$ cat config.mk
export PLATFORM = sky130hd
export DESIGN_NAME = ascon_serial_sequencer
export DESIGN_NICKNAME = d
export VERILOG_FILES = /design/src/rtl/ascon_serial_sequencer.sv
export SDC_FILE = /design/constraint.sdc
export NUM_CORES = 2
export LEC_CHECK = 0
export ABC_CLOCK_PERIOD_IN_PS = 1900
export BUFFER_PORTS_ARGS = -buffer_cell sky130_fd_sc_hd__buf_2
export CAP_MARGIN = 20
export CORE_AREA = 3 3 306 308
export CTS_CLUSTER_DIAMETER = 150
export DETAILED_ROUTE_END_ITERATION = 16
export DIE_AREA = 0 0 309 311
export HOLD_SLACK_MARGIN = 0.1
export MAX_ROUTING_LAYER = met4
export PLACE_DENSITY_LB_ADDON = 0.25
export SLEW_MARGIN = 10
export SYNTH_ARGS = -nofsm -noshare
export SYNTH_HDL_FRONTEND = slang
export SYNTH_SLANG_ARGS = --single-unit
$ cat constraint.sdc
create_clock -name clk -period 1.9 [get_ports clk]
set_input_delay 0.095 -clock clk [delete_from_list [all_inputs] [get_ports clk]]
set_output_delay 0.095 -clock clk [all_outputs]
set_load 0.005 [all_outputs]
$ cat src/rtl/ascon_serial_sequencer.sv
// ascon_serial_sequencer: shifts one parallel Ascon request into the bit-serial core and collects its result.
// Latency: accept -> rsp_valid = W load + 1 start + n wait + W unload + 1 cycles; wait bounded by TIMEOUT.
// Backpressure: req_ready only in IDLE; the response is held stable in RESP until rsp_valid && rsp_ready.
module ascon_serial_sequencer #(
   parameter int W       = 128,
   parameter int TIMEOUT = 4096
) (
   input  logic         clk,
   input  logic         rst_n,
   input  logic         req_valid,
   output logic         req_ready,
   input  logic         req_decrypt,
   input  logic [W-1:0] req_key,
   input  logic [W-1:0] req_nonce,
   input  logic [W-1:0] req_ad,
   input  logic [W-1:0] req_data,
   output logic         rsp_valid,
   input  logic         rsp_ready,
   output logic [W-1:0] rsp_data,
   output logic [W-1:0] rsp_tag,
   output logic         rsp_timeout,
   output logic         core_key_si,
   output logic         core_nonce_si,
   output logic         core_ad_si,
   output logic         core_data_si,
   output logic         core_start,
   output logic         core_decrypt,
   input  logic         core_out_so,
   input  logic         core_tag_so,
   input  logic         core_ready_so
);

   localparam int BW = $clog2(W + 1);
   localparam int TW = $clog2(TIMEOUT + 1);
   localparam logic [BW-1:0] BIT_LAST = BW'(W - 1);
   localparam logic [TW-1:0] WD_LAST  = TW'(TIMEOUT - 1);
   localparam logic [TW-1:0] WD_MAX   = TW'(TIMEOUT);

   typedef enum logic [2:0] {
      S_IDLE,
      S_LOAD,
      S_START,
      S_WAIT,
      S_UNLOAD,
      S_RESP
   } state_t;

   state_t          state;
   state_t          state_nxt;
   logic [W-1:0]    key_sr;
   logic [W-1:0]    nonce_sr;
   logic [W-1:0]    ad_sr;
   logic [W-1:0]    data_sr;
   logic            mode;
   logic            armed;
   logic [BW-1:0]   bit_cnt;
   logic [TW-1:0]   wdog;
   logic            bit_last;
   logic            wd_expire;
   logic            ready_hit;

   // A ready that was already high when the wait began is stale; only a
   // ready seen after a low sample (armed) marks a finished operation.
   assign bit_last  = (bit_cnt == BIT_LAST);
   assign wd_expire = (wdog >= WD_LAST);
   assign ready_hit = armed && core_ready_so;

   // State register
   always_ff @(posedge clk or negedge rst_n) begin
      if (!rst_n) begin
         state <= S_IDLE;
      end else begin
         state <= state_nxt;
      end
   end

   // Next-state decode and Moore outputs towards host and core
   always_comb begin
      state_nxt     = state;
      req_ready     = 1'b0;
      rsp_valid     = 1'b0;
      core_key_si   = 1'b0;
      core_nonce_si = 1'b0;
      core_ad_si    = 1'b0;
      core_data_si  = 1'b0;
      core_start    = 1'b0;
      core_decrypt  = 1'b0;
      case (state)
         S_IDLE: begin
            req_ready = 1'b1;
            if (req_valid) state_nxt = S_LOAD;
         end
         S_LOAD: begin
            core_key_si   = key_sr[W-1];
            core_nonce_si = nonce_sr[W-1];
            core_ad_si    = ad_sr[W-1];
            core_data_si  = data_sr[W-1];
            core_decrypt  = mode;
            if (bit_last) state_nxt = S_START;
         end
         S_START: begin
            core_start   = 1'b1;
            core_decrypt = mode;
            state_nxt    = S_WAIT;
         end
         S_WAIT: begin
            core_decrypt = mode;
            if (ready_hit)      state_nxt = S_UNLOAD;
            else if (wd_expire) state_nxt = S_RESP;
         end
         S_UNLOAD: begin
            core_decrypt = mode;
            if (bit_last) state_nxt = S_RESP;
         end
         S_RESP: begin
            rsp_valid = 1'b1;
            if (rsp_ready) state_nxt = S_IDLE;
         end
         default: state_nxt = S_IDLE;
      endcase
   end

   // Datapath: request shift registers, counters and response capture
   always_ff @(posedge clk or negedge rst_n) begin
      if (!rst_n) begin
         key_sr      <= '0;
         nonce_sr    <= '0;
         ad_sr       <= '0;
         data_sr     <= '0;
         mode        <= 1'b0;
         armed       <= 1'b0;
         bit_cnt     <= '0;
         wdog        <= '0;
         rsp_data    <= '0;
         rsp_tag     <= '0;
         rsp_timeout <= 1'b0;
      end else begin
         case (state)
            S_IDLE: begin
               if (req_valid) begin
                  key_sr   <= req_key;
                  nonce_sr <= req_nonce;
                  ad_sr    <= req_ad;
                  data_sr  <= req_data;
                  mode     <= req_decrypt;
                  bit_cnt  <= '0;
               end
            end
            S_LOAD: begin
               key_sr   <= {key_sr[W-2:0], 1'b0};
               nonce_sr <= {nonce_sr[W-2:0], 1'b0};
               ad_sr    <= {ad_sr[W-2:0], 1'b0};
               data_sr  <= {data_sr[W-2:0], 1'b0};
               if (!bit_last) bit_cnt <= bit_cnt + BW'(1);
            end
            S_START: begin
               wdog  <= '0;
               armed <= 1'b0;
            end
            S_WAIT: begin
               if (!core_ready_so) armed <= 1'b1;
               if (wdog != WD_MAX) wdog <= wdog + TW'(1);
               if (ready_hit) begin
                  bit_cnt <= '0;
               end else if (wd_expire) begin
                  rsp_data    <= '0;
                  rsp_tag     <= '0;
                  rsp_timeout <= 1'b1;
               end
            end
            S_UNLOAD: begin
               // Shifting in at the LSB leaves the first sampled bit at W-1.
               rsp_data <= {rsp_data[W-2:0], core_out_so};
               rsp_tag  <= {rsp_tag[W-2:0], core_tag_so};
               if (!bit_last) bit_cnt <= bit_cnt + BW'(1);
               if (bit_last) rsp_timeout <= 1'b0;
            end
            S_RESP: begin
               if (rsp_ready) rsp_timeout <= 1'b0;
            end
            default: ;
         endcase
      end
   end

endmodule

Word level (Yosys, flattened, before mapping)

Cells that the tools add are included.

Register bits: 795
Bits of input ports: 520
Output and inout port bits: 265

Add/subtract/negate cells: 2
Reduce and logical (&&, ||, !) cells: 17
Equality and inequality tests: 18
Order comparisons: 1
Mux-type cells: 40

Operator list:

| operator                                                                | count |
|---|---|
| 128-bit case mux with 2 select lines                                    | 6 |
| 128-bit 2-to-1 mux                                                      | 6 |
| 13-bit case mux with 2 select lines                                     | 1 |
| 8-bit 2-to-1 mux                                                        | 3 |
| 8-bit case mux with 3 select lines                                      | 1 |
| 2-bit != test, second input constant                                    | 10 |
| 3-bit 2-to-1 mux                                                        | 6 |
| 3-bit case mux with 6 select lines                                      | 1 |
| 13-bit by 1-bit adder with 13-bit output, second input constant         | 1 |
| 13-bit by 12-bit >= comparator with 1-bit output, second input constant | 1 |
| 1-bit 2-to-1 mux                                                        | 13 |
| 13-bit 2-to-1 mux                                                       | 1 |
| 13-bit != test, second input constant                                   | 1 |
| 5-bit AND reduction                                                     | 2 |
| 8-bit by 1-bit adder with 8-bit output, second input constant           | 1 |
| 8-bit by 7-bit == test with 1-bit output, second input constant         | 1 |
| 2-bit AND reduction                                                     | 4 |
| 3-bit by 2-bit == test with 1-bit output, second input constant         | 2 |
| 3-bit == test, second input constant                                    | 2 |
| 2-bit nonzero test                                                      | 3 |
| 3-bit nonzero test                                                      | 2 |
| 4-bit AND reduction                                                     | 1 |
| 4-bit OR reduction                                                      | 1 |
| 3-bit by 1-bit == test with 1-bit output, second input constant         | 1 |
| other kinds (7)                                                         | 7 |

Longest topological paths before layout

Depth in word-level cells: 4
Gate-level depth with buffers: 8

Worst setup path after synthesis

OpenSTA, ideal clock, no wires.

Path kind: register to register
Start: register wdog[0]
End: register rsp_data[100]
Setup time: 118 ps
Data arrival time: 1615 ps
Path slack: 168 ps
Cell stages (with the launch flop): 9
Data required time: 1782 ps
Path through: dfrtp_1 -> ha_1 -> a21oi_1 -> nor4_2 -> o21ba_1 -> buf_6 -> buf_12 -> buf_12 -> a21oi_2

Longest elaborated chain between the ends: 3

RTL lines:

| what                                             | RTL line | source |
|---|---|---|
| start: declaration                               | 57       | `logic [TW-1:0] wdog;` |
| start signal: assignment                         | 162      | `if (wdog != WD_MAX) wdog <= wdog + TW'(1);` |
| 13-bit by 12-bit >= comparator with 1-bit output | 65       | `assign wd_expire = (wdog >= WD_LAST);` |
| 2-bit != test (no source line)                   | n/a      |  |
| 3-bit AND reduction (no source line)             | n/a      |  |
| end signal: assignment                           | 173      | `rsp_data <= {rsp_data[W-2:0], core_out_so};` |
| end: declaration                                 | 19       | `output logic [W-1:0] rsp_data,` |

Every way passes these cells.
A chain may end at the register's enable or synchronous reset.

Worst setup path after layout

Start: register state[0]
End: output core_ad_si

Longest elaborated chain between the ends: 2

RTL lines:

| what                                     | RTL line | source |
|---|---|---|
| start: declaration                       | 48       | `state_t state;` |
| start signal: assignment                 | 73       | `state <= state_nxt;` |
| 3-bit by 1-bit == test with 1-bit output | 88       | `case (state)` |
| 1-bit 2-to-1 mux                         | 88       |  |
| end: declaration                         | 24       | `output logic core_ad_si,` |

Every way passes these cells.

==> flow_metrics.tcl <==
set metrics [dict create \
    tns_ps 0 \
    yosys_register_bits 795 \
    max_clock_freq_mhz 531 \
    drtIter0Drc 3321 \
    finalWirelength_um 126000 \
    detail_route.drc_violations 0 \
    fill_cells 7933 \
    syn_avg_cell_area_um2 8.59 \
    drive_gt1_share_pct 23.6 \
    numCtsBuffers 87 \
    synth-edff-count 0 \
    vdd_ir_drop_max_v 0.00100 \
    cp.required_ps 1800 \
    worstSetupPathType "register to output port" \
    worstPathCellList "buf_12 > buf_4 > and3_4 > buf_6" \
    drv_cap 0 \
    status "complete, no violations" \
    dp.cells 5903 \
    fp-row-count 111 \
    clock_skew_ps 26.7 \
    cts.sinks 795 \
    syn_nets 4611 \
    p_leak_nw 23.2 \
    die_y_um 311 \
    vias 35352 \
    cp_max_fo 9 \
    crit_buf_inv 3 \
    hold_viol 0 \
    grt_pass1_wl_um 189000 \
    slowest_delay_ps 410 \
    syn-cell-area_um2 35100 \
    crit_end "core_ad_si" \
    grt_use_total_pct 25.2 \
    rsz0062_at_grt "yes" \
    maxSlewHeadroom_pct 63.6 \
    core_area_um2 91400 \
    synth_cells 4088 \
    r2r_end "key_sr[45]" \
    die_width_um 309 \
    fin_crit_ps 1880 \
    finalNonFillerCells 6646 \
    htreeDepth 3 \
    post_synth_num_cell_types 55 \
    overflow 0 \
    path_delay_family "buffers and inverters" \
    num-nets-final 5889 \
    grt_pass1_vias 33952 \
    cp-end-kind "output port" \
    via_per_inst 5.32 \
    root_buffer "clkbuf_16" \
    area_delta_synth_final_pct 43.3 \
    arrival_ps 1790 \
    clockBufferDepth 3 \
    finalPower_mw 90.1 \
    dp_hpwl_um 79100 \
    ys_warn_count 0 \
    async_flop_share_pct 100 \
    crit_slowest_cell "dfrtp_2" \
    min_path_type "primary input to register" \
    wl_per_cell_um 18.9 \
    startpoint "state[0]" \
    crit_path_start_kind "register" \
    portBuffers 784 \
    start_util_pct 38.4 \
    hold_depth 4 \
    layout_common_cells "1,557 x nand2_1, 792 x dfrtp_1, 776 x buf_2" \
    crit_cells 4 \
    io-pin-count 785 \
    clock_latency_ps 670 \
    layout_commonest_cell "nand2_1" \
    setup_viol 0 \
    fin_crit_sh_pct 99.2 \
    antenna_found_initial 26 \
    antenna_left 0 \
    reg2reg_depth 6 \
    gp_congestion 0.887 \
    grt_max_degree 101 \
    synth_seq_area_share_pct 56.6 \
    drv_slew 0 \
    die_area_um2 96100 \
    rr_startpoint "state[0]" \
    tightest_slew_ps 546 \
    synth_flop_cell "dfrtp_1" \
    r2r_slack_ps 40 \
    cellPowerDensity_nw_per_um2 1790 \
    cts_tree "done" \
    clk_pin_slew_ps 60 \
    drtPass1Iterations 8 \
]
==> final cells by class <==
type | instances | area, um2 | area share [%]
multi-input combinational | 2966 | 13700 | 27.3
sequential | 795 | 19900 | 39.5
antenna | 29 | 72.6 | 0.144
inverter | 6 | 22.5 | 0.0447
clock buffer | 126 | 2570 | 5.12
timing repair buffer | 1510 | 12200 | 24.2
clock inverter | 28 | 390 | 0.775
tap | 1186 | 1480 | 2.95
==> sequential cells by signal, summed over array words and instances, names as in the netlist <==
signal / flops
mode: 1
wdog: 13
rsp_tag: 128
key_sr: 128
bit_cnt: 8
state: 3
ad_sr: 128
armed: 1
rsp_data: 128
rsp_timeout: 1
nonce_sr: 128
data_sr: 128
==> worst min-delay path by stage <==
stage	startpoint	endpoint	slack, ps
after floorplan	rst_n	ad_sr[0]	-200
after global placement	rst_n	nonce_sr[113]	70
after detailed placement	rst_n	nonce_sr[113]	60
after CTS	req_data[0]	data_sr[0]	110
after global routing	req_data[0]	data_sr[0]	190
final	req_data[82]	data_sr[82]	220
==> what timing repair did <==
action                                  4_1_cts  5_1_grt
hold buffers                                521        0
hold endpoints to repair                   1317        0
setup buffers                                 4       17
resized for setup                            32       51
gates cloned                                  0       19
endpoints found under the setup margin      294      272
pin swaps                                     2        7
==> worst register-to-register path: cells and delay by family (launching register included) <==
kind            cells  cell delay [ps]
compound gates      1              240
buf+inv             3              650
flops               1              440
simple gates        2              430
==> cells in the mapped netlist (all sizes together), types with 2 or more instances <==
cell type     n  area share [%]
nand3        14            0.20
clkbuf      103             1.1
nor3          5           0.085
nor2        524             5.6
dfrtp       795              57
ha            3            0.11
xnor2         2           0.050
o21ba         2           0.057
o21ai        15            0.21
nor4          4           0.089
or3           4           0.071
o211ai        2           0.043
buf         218             3.9
a41oi         2           0.050
nand2      1559              17
and3          9            0.16
a21oi       270             4.9
nor4b         2           0.050
nand2b        3           0.053
a31oi       511             9.1
o221ai        3           0.075
and2          2           0.036
inv           6           0.064
o31ai         2           0.043
nand4         4            0.11
o21a          3           0.064
mux2i         3           0.085
nor2b         3           0.053
==> metal layers <==
layer | track usage [%] | part of all wire [%] | up-vias
li1 | - | - | 16144
met2 | 38.6 | 47 | 1626
met3 | 5.32 | 7.0 | 523
met5 | - | 0 | -
met1 | 30.8 | 40 | 17059
met4 | 15.1 | 6.5 | 0
==> stage by stage <==
step,utilization (%),worst slack [ps],instance area [um2],hold slack (ps)
detailed placement,44.9,-69.1,41100,60.7
floorplan,-,168,35100,-201
finish,55.1,15.3,50300,220
global route,55.1,-70.9,50300,194
global placement,44.9,-70.1,41100,67.1
CTS,54.1,-154,49400,112
==> where the power goes <==
group          switching [mW]  internal [mW]
Sequential               6.00           25.9
Combinational            23.1           17.7
Clock                    7.15           10.4
Total                    36.2           53.9
==> cell families after synthesis <==
family / synth area share [%]
AO/OA/AOI/OAI: 14.8
XOR/XNOR: 0.0748
adder cells (fa/ha/maj): 0.107
buffers and inverters: 5.01
flip-flops: 56.6
multiplexers: 0.118
AND/OR/NAND/NOR: 23.3
(Power assumes the default switching activity.)
